<file path="src/rtl/uart_pkg.sv">
// Shared definitions for the memory-mapped UART transmitter: register offsets,
// STATUS bit positions and the serialiser state encoding.
package uart_pkg;

   localparam logic [1:0] UART_TXDATA = 2'd0;
   localparam logic [1:0] UART_STATUS = 2'd1;
   localparam logic [1:0] UART_DIV    = 2'd2;
   localparam logic [1:0] UART_CTRL   = 2'd3;

   localparam int unsigned ST_FULL    = 0;
   localparam int unsigned ST_EMPTY   = 1;
   localparam int unsigned ST_BUSY    = 2;
   localparam int unsigned ST_OVF     = 3;
   localparam int unsigned ST_CNT_LSB = 8;

   localparam int unsigned CTRL_TX_EN  = 0;
   localparam int unsigned CTRL_IRQ_EN = 1;

   typedef enum logic [1:0] {
      IDLE,
      START,
      DATA,
      STOP
   } uart_state_e;

   // Builds the low half of the STATUS word; upper bits are always zero.
   function automatic logic [15:0] pack_status(input logic       full,
                                               input logic       empty,
                                               input logic       busy,
                                               input logic       ovf,
                                               input logic [3:0] count);
      logic [15:0] word;
      word                     = '0;
      word[ST_FULL]            = full;
      word[ST_EMPTY]           = empty;
      word[ST_BUSY]            = busy;
      word[ST_OVF]             = ovf;
      word[ST_CNT_LSB +: 4]    = count;
      return word;
   endfunction

endpackage

</file>
<file path="src/rtl/uart_tx_fifo.sv">
// Byte-wide synchronous FIFO holding pending TX characters; Depth must be a
// power of two so the pointers wrap naturally.
module uart_tx_fifo #(
   parameter int unsigned Depth = 8
) (
   input  logic                     clk_i,
   input  logic                     rst_i,
   input  logic                     push,
   input  logic [7:0]               wdata,
   input  logic                     pop,
   output logic [7:0]               rdata,
   output logic                     full,
   output logic                     empty,
   output logic [$clog2(Depth):0]   count
);

   localparam int unsigned PtrW = $clog2(Depth);
   localparam int unsigned CntW = PtrW + 1;

   logic [7:0]      mem_q [Depth];
   logic [PtrW-1:0] wptr_q;
   logic [PtrW-1:0] rptr_q;
   logic [CntW-1:0] count_q;
   logic            do_push;
   logic            do_pop;

   assign full    = (count_q == CntW'(Depth));
   assign empty   = (count_q == '0);
   assign count   = count_q;
   assign rdata   = mem_q[rptr_q];

   assign do_push = push & ~full;
   assign do_pop  = pop & ~empty;

   always_ff @(posedge clk_i) begin
      if (do_push) begin
         mem_q[wptr_q] <= wdata;
      end
   end

   always_ff @(posedge clk_i or negedge rst_i) begin
      if (!rst_i) begin
         wptr_q  <= '0;
         rptr_q  <= '0;
         count_q <= '0;
      end else begin
         if (do_push) begin
            wptr_q <= wptr_q + PtrW'(1);
         end
         if (do_pop) begin
            rptr_q <= rptr_q + PtrW'(1);
         end
         unique case ({do_push, do_pop})
            2'b10:   count_q <= count_q + CntW'(1);
            2'b01:   count_q <= count_q - CntW'(1);
            default: count_q <= count_q;
         endcase
      end
   end

endmodule

</file>
<file path="src/rtl/uart_tx.sv">
// Memory-mapped 8N1 UART transmitter: bus register file, TX FIFO, bit-period
// serialiser and a level TX-empty interrupt.
module uart_tx
   import uart_pkg::*;
#(
   parameter int unsigned DataWidth  = 32,
   parameter int unsigned AddrWidth  = 32,
   parameter int unsigned FifoDepth  = 8,
   parameter logic [15:0] DefaultDiv = 16'd433
) (
   input  logic                 clk_i,
   input  logic                 rst_i,
   input  logic                 req_i,
   input  logic                 we_i,
   input  logic [AddrWidth-1:0] addr_i,
   input  logic [DataWidth-1:0] data_i,
   output logic [DataWidth-1:0] data_o,
   output logic                 tx_o,
   output logic                 irq_o
);

   localparam int unsigned CntW = $clog2(FifoDepth) + 1;

   logic [1:0]           reg_sel;
   logic                 wr;
   logic                 rd;

   logic [15:0]          div_q;
   logic                 tx_en_q;
   logic                 irq_en_q;
   logic                 ovf_q;
   logic [DataWidth-1:0] rdata_q;
   logic [DataWidth-1:0] rdata;
   logic                 irq_q;

   logic                 fifo_push;
   logic                 fifo_pop;
   logic [7:0]           fifo_head;
   logic                 fifo_full;
   logic                 fifo_empty;
   logic [CntW-1:0]      fifo_count;

   uart_state_e          state_q;
   logic                 tx_q;
   logic [15:0]          tick_q;
   logic [15:0]          reload_q;
   logic [2:0]           bit_idx_q;
   logic [7:0]           shift_q;
   logic                 bit_end;
   logic                 frame_start;
   logic                 busy;

   logic                 unused_bits;
   assign unused_bits = ^{addr_i[AddrWidth-1:4], addr_i[1:0], data_i[DataWidth-1:16]};

   assign reg_sel = addr_i[3:2];
   assign wr      = req_i & we_i;
   assign rd      = req_i & ~we_i;

   // Writes while full are dropped; the FIFO state at cycle start decides.
   assign fifo_push = wr & (reg_sel == UART_TXDATA) & ~fifo_full;

   uart_tx_fifo #(
      .Depth (FifoDepth)
   ) u_fifo (
      .clk_i (clk_i),
      .rst_i (rst_i),
      .push  (fifo_push),
      .wdata (data_i[7:0]),
      .pop   (fifo_pop),
      .rdata (fifo_head),
      .full  (fifo_full),
      .empty (fifo_empty),
      .count (fifo_count)
   );

   always_ff @(posedge clk_i or negedge rst_i) begin
      if (!rst_i) begin
         div_q    <= DefaultDiv;
         tx_en_q  <= 1'b0;
         irq_en_q <= 1'b0;
         ovf_q    <= 1'b0;
      end else begin
         if (wr) begin
            unique case (reg_sel)
               UART_TXDATA: begin
                  if (fifo_full) begin
                     ovf_q <= 1'b1;
                  end
               end
               UART_DIV:  div_q <= data_i[15:0];
               UART_CTRL: begin
                  tx_en_q  <= data_i[CTRL_TX_EN];
                  irq_en_q <= data_i[CTRL_IRQ_EN];
               end
               default: ;
            endcase
         end else if (rd && (reg_sel == UART_STATUS)) begin
            ovf_q <= 1'b0;
         end
      end
   end

   assign busy = (state_q != IDLE);

   always_comb begin
      rdata = '0;
      unique case (reg_sel)
         UART_STATUS: rdata[15:0] = pack_status(fifo_full, fifo_empty, busy, ovf_q,
                                                4'(fifo_count));
         UART_DIV:    rdata[15:0] = div_q;
         UART_CTRL:   rdata[1:0]  = {irq_en_q, tx_en_q};
         default:     rdata       = '0;
      endcase
   end

   always_ff @(posedge clk_i or negedge rst_i) begin
      if (!rst_i) begin
         rdata_q <= '0;
      end else if (rd) begin
         rdata_q <= rdata;
      end
   end

   assign bit_end     = (tick_q == '0);
   // A new frame starts from IDLE or straight out of the last STOP clock.
   assign frame_start = tx_en_q & ~fifo_empty &
                        ((state_q == IDLE) | ((state_q == STOP) & bit_end));
   assign fifo_pop    = frame_start;

   always_ff @(posedge clk_i or negedge rst_i) begin
      if (!rst_i) begin
         state_q   <= IDLE;
         tx_q      <= 1'b1;
         tick_q    <= '0;
         reload_q  <= '0;
         bit_idx_q <= '0;
         shift_q   <= '0;
      end else begin
         unique case (state_q)
            IDLE: begin
               if (frame_start) begin
                  state_q  <= START;
                  tx_q     <= 1'b0;
                  shift_q  <= fifo_head;
                  reload_q <= div_q;
                  tick_q   <= div_q;
               end
            end
            START: begin
               if (bit_end) begin
                  state_q   <= DATA;
                  tx_q      <= shift_q[0];
                  shift_q   <= shift_q >> 1;
                  bit_idx_q <= '0;
                  tick_q    <= reload_q;
               end else begin
                  tick_q <= tick_q - 16'd1;
               end
            end
            DATA: begin
               if (bit_end) begin
                  tick_q <= reload_q;
                  if (bit_idx_q == 3'd7) begin
                     state_q <= STOP;
                     tx_q    <= 1'b1;
                  end else begin
                     tx_q      <= shift_q[0];
                     shift_q   <= shift_q >> 1;
                     bit_idx_q <= bit_idx_q + 3'd1;
                  end
               end else begin
                  tick_q <= tick_q - 16'd1;
               end
            end
            STOP: begin
               if (bit_end) begin
                  if (frame_start) begin
                     state_q  <= START;
                     tx_q     <= 1'b0;
                     shift_q  <= fifo_head;
                     reload_q <= div_q;
                     tick_q   <= div_q;
                  end else begin
                     state_q <= IDLE;
                  end
               end else begin
                  tick_q <= tick_q - 16'd1;
               end
            end
            default: begin
               state_q <= IDLE;
               tx_q    <= 1'b1;
            end
         endcase
      end
   end

   always_ff @(posedge clk_i or negedge rst_i) begin
      if (!rst_i) begin
         irq_q <= 1'b0;
      end else begin
         irq_q <= irq_en_q & fifo_empty & (state_q == IDLE);
      end
   end

   assign data_o = rdata_q;
   assign tx_o   = tx_q;
   assign irq_o  = irq_q;

endmodule

</file>
<file path="config.mk">
export PLATFORM = sky130hd
export DESIGN_NAME = uart_tx
export DESIGN_NICKNAME = d
export VERILOG_FILES = /design/src/rtl/uart_pkg.sv /design/src/rtl/uart_tx_fifo.sv /design/src/rtl/uart_tx.sv
export SDC_FILE = /design/constraint.sdc
export NUM_CORES = 1
export LEC_CHECK = 0
export ABC_CLOCK_PERIOD_IN_PS = 6790
export CELL_PAD_IN_SITES_DETAIL_PLACEMENT = 0
export CELL_PAD_IN_SITES_GLOBAL_PLACEMENT = 1
export CORE_MARGIN = 10
export CORE_UTILIZATION = 48
export DETAILED_ROUTE_END_ITERATION = 8
export GPL_TIMING_DRIVEN = 0
export PLACE_DENSITY_LB_ADDON = 0.08
export SYNTH_ARGS = -nofsm -noshare
export SYNTH_HDL_FRONTEND = slang
export SYNTH_SLANG_ARGS = --single-unit
</file>
<file path="constraint.sdc">
create_clock -name clk_i -period 6.79 [get_ports clk_i]
set_input_delay 1.0185 -clock clk_i [delete_from_list [all_inputs] [get_ports clk_i]]
set_output_delay 1.0185 -clock clk_i [all_outputs]
set_load 0.05 [all_outputs]
</file>
==> results.cfg <==
[clocking]
root_buffer = clkbuf_16
cts.path.max_buffers = 2
clk_latency_ps = 430
cts_resized = 0
clkSinkCount = 156
cts_tree = done
cts_setup_buffers = 0
cts_buffers = 17
postCtsHoldBufs = 0
cts_max_level = 4
clk_pin_slew_ps = 70

[floorplan]
die_w_um = 143
boundaryPins = 102
die_area_sq_um = 20400
initial_core_util = 0.494
dieHeight_um = 143
core_region_area_sq_um = 14700
rows = 44

[timing]
max_freq_ghz = 0.265
max-slew-margin-rel = 0.172
period_needed_ps = 3780
fin_crit_sh = 0.557
fin_setup_tns_ps = 0
setup_ws_ps = 3010
setup_viol = 0
hold_slack_ps = 489
rsz0062_at_grt = no
finalMaxSlewViolations = 0
final.setup_skew_ps = 17.9
tightest_slew_ps = 1230
finalHoldViolCount = 0

[yosys]
syn_area_per_cell_sq_um = 13.0
synth.yosys.seq_area_share = 0.583
synth_ff_type = dfrtp_1
synthCells = 557
netlist.area_leader.share = 0.296
async_reset_ff_frac = 0.590
synth-edff-count = 64
ys_top_cells_by_area = dfrtp_1 30%, edfxtp_1 26%, mux2_2 7.1%
yosysTopAreaCell = dfrtp_1
ys_warn_count = 0
syn_area_sq_um = 7260
ys_ff_latch = 156
ys_types = 62

[setup_path]
ff2ff_setup_slack_ps = 3010
required_ps = 7080
cp_max_fo = 11
arrival_ps = 4080
cp-end-kind = flop
startpoint_type = flop
criticalPathCategory = reg -> reg
r2r_cells = 15

[grt]
grt_max_degree = 54
antenna_found_initial = 0
grt_overflow = 0
grt_pass1_vias = 4859
track_usage = 0.173
grt_pass1_wl_mm = 27.4

[route]
drc = 0
drt_iter0_markers = 323
vias_per_cell = 5.77
dr.pass1.iters = 4
avgRoutedWirePerCell_um = 20.3
num_vias = 4772
antenna_left = 0
routed_wl_mm = 16.8

[power]
finalPower_mw = 3.69
p_int_mw = 2.33
clkPwrFrac = 0.268
switching_power_mw = 1.36
sequentialPowerShare = 0.362
ir_worst_vdd_uv = 203
swShare = 0.368
power.leakage_nw = 3.38
p_per_area_nw_per_um2 = 430
pwr-share-comb = 0.370

[place]
gp_congestion = 0.820
numPortBuffers = 38
dp_worst_setup_slack_ps = 2940
place_hpwl_mm = 12.1

[min_path]
worstHoldPathCells = 2
hold_path.class = reg -> reg

[layout]
diodes = 0
mostFrequentLayoutCell = dfrtp_1
area_delta_synth_final_pct = 18.2
post-route-util = 0.584
nets = 715
mostFrequentLayoutCells = 86 x dfrtp_1, 64 x edfxtp_1, 58 x nand2_1
drive_gt1_frac = 0.204
fillCellCount = 1229

[flow_run]
maxCapViolCount = 0

[outcome]
status = finished clean
area by class of cell:
type                       instances  area, sq um  share of cell area
tap                              184          230              0.0268
sequential                       156         4230               0.493
multi-input combinational        361         2810               0.327
inverter                          12         45.0             0.00525
clock inverter                    15          199              0.0232
timing repair buffer              39          405              0.0472
clock buffer                      17          425              0.0496
buffer                            43          236              0.0276
sequential cells by signal, summed over array words and instances, names as in the netlist:
name,cells
shift_q,8
state_q,2
bit_idx_q,3
tx_o,1
tick_q,16
u_fifo.mem_q,64
irq_o,1
u_fifo.count,4
irq_en_q,1
u_fifo.rptr_q,3
reload_q,16
ovf_q,1
div_q,16
data_o,16
u_fifo.wptr_q,3
tx_en_q,1
layer usage:
layer  global-route usage  wire [um]  vias to the layer above
li1                     -          -                     2209
met1                0.244       8020                     2462
met2                0.263       7920                       85
met3               0.0401        705                       16
met4               0.0467        156                        0
met5                    0          0                        -
final timing paths:
check | end | startpoint
min reg2reg | data_o[9] | data_o[9]
max reg2reg | u_fifo.count[2] | tick_q[0]
max | u_fifo.count[2] | tick_q[0]
min in group asynchronous | shift_q[0] | rst_i
max in group asynchronous | div_q[0] | rst_i
min | data_o[9] | data_o[9]
power by group through the flow:
| stage | Combinational [mW] | Sequential, mW | Clock (mW) |
|---|---|---|---|
| final | 1.36 | 1.33 | 0.989 |
| after CTS | 1.37 | 1.33 | 1.01 |
| after floorplan | 0.988 | 1.34 | 0 |
| after global routing | 1.51 | 1.36 | 1.05 |
| after detailed placement | 1.36 | 1.35 | 0 |
| after global placement | 1.32 | 1.34 | 0 |
cell families (layout without fill, tap and decap cells):
group | after synthesis | count (layout) | share of synthesized area
AO/OA/AOI/OAI | 100 | 100 | 0.0929
other | 1 | 16 | 0.000516
multiplexers | 77 | 77 | 0.142
buffers and inverters | 55 | 126 | 0.0388
adder cells (fa/ha/maj) | 17 | 17 | 0.0293
XOR/XNOR | 19 | 19 | 0.0229
AND/OR/NAND/NOR | 132 | 132 | 0.0905
flip-flops | 156 | 156 | 0.583
critical path: stages, from the launching register on:
cell,delay [ps]
dfrtp_1,430
inv_1,110
ha_1,190
or3b_1,450
or3_1,380
clkbuf_1,180
o21a_1,310
inv_2,170
buf_4,250
ha_1,290
xor2_1,100
ha_1,200
a21oi_1,210
xor2_1,180
nor2_1,60
xor2_1,140
Yosys cell counts (3+ instances only):
| master | n |
|---|---|
| nor4_1 | 5 |
| edfxtp_1 | 64 |
| buf_2 | 3 |
| buf_1 | 3 |
| nand2_1 | 58 |
| buf_4 | 17 |
| o21ai_0 | 33 |
| inv_1 | 11 |
| or4_1 | 4 |
| o31ai_1 | 3 |
| o22ai_1 | 7 |
| a21oi_1 | 10 |
| ha_1 | 17 |
| a32oi_1 | 7 |
| nand3b_1 | 6 |
| mux2_2 | 46 |
| nand3_1 | 14 |
| a222oi_1 | 3 |
| o211ai_1 | 4 |
| mux4_2 | 16 |
| a22oi_1 | 14 |
| nand2b_1 | 5 |
| clkbuf_1 | 19 |
| or3_1 | 3 |
| nor2_1 | 19 |
| xnor2_1 | 10 |
| nor3_1 | 3 |
| xor2_1 | 9 |
| dfrtp_1 | 86 |
| dfstp_2 | 6 |
| mux2i_1 | 14 |
per-stage QoR:
step / instance area (sq um) / cells
6_report: 8580 / 827
2_1_floorplan: 7320 / 572
4_1_cts: 8580 / 827
3_5_place_dp: 7950 / 795
3_3_place_gp: 7930 / 794
5_1_grt: 8580 / 827
No activity file was read; power rests on OpenSTA's default activity.
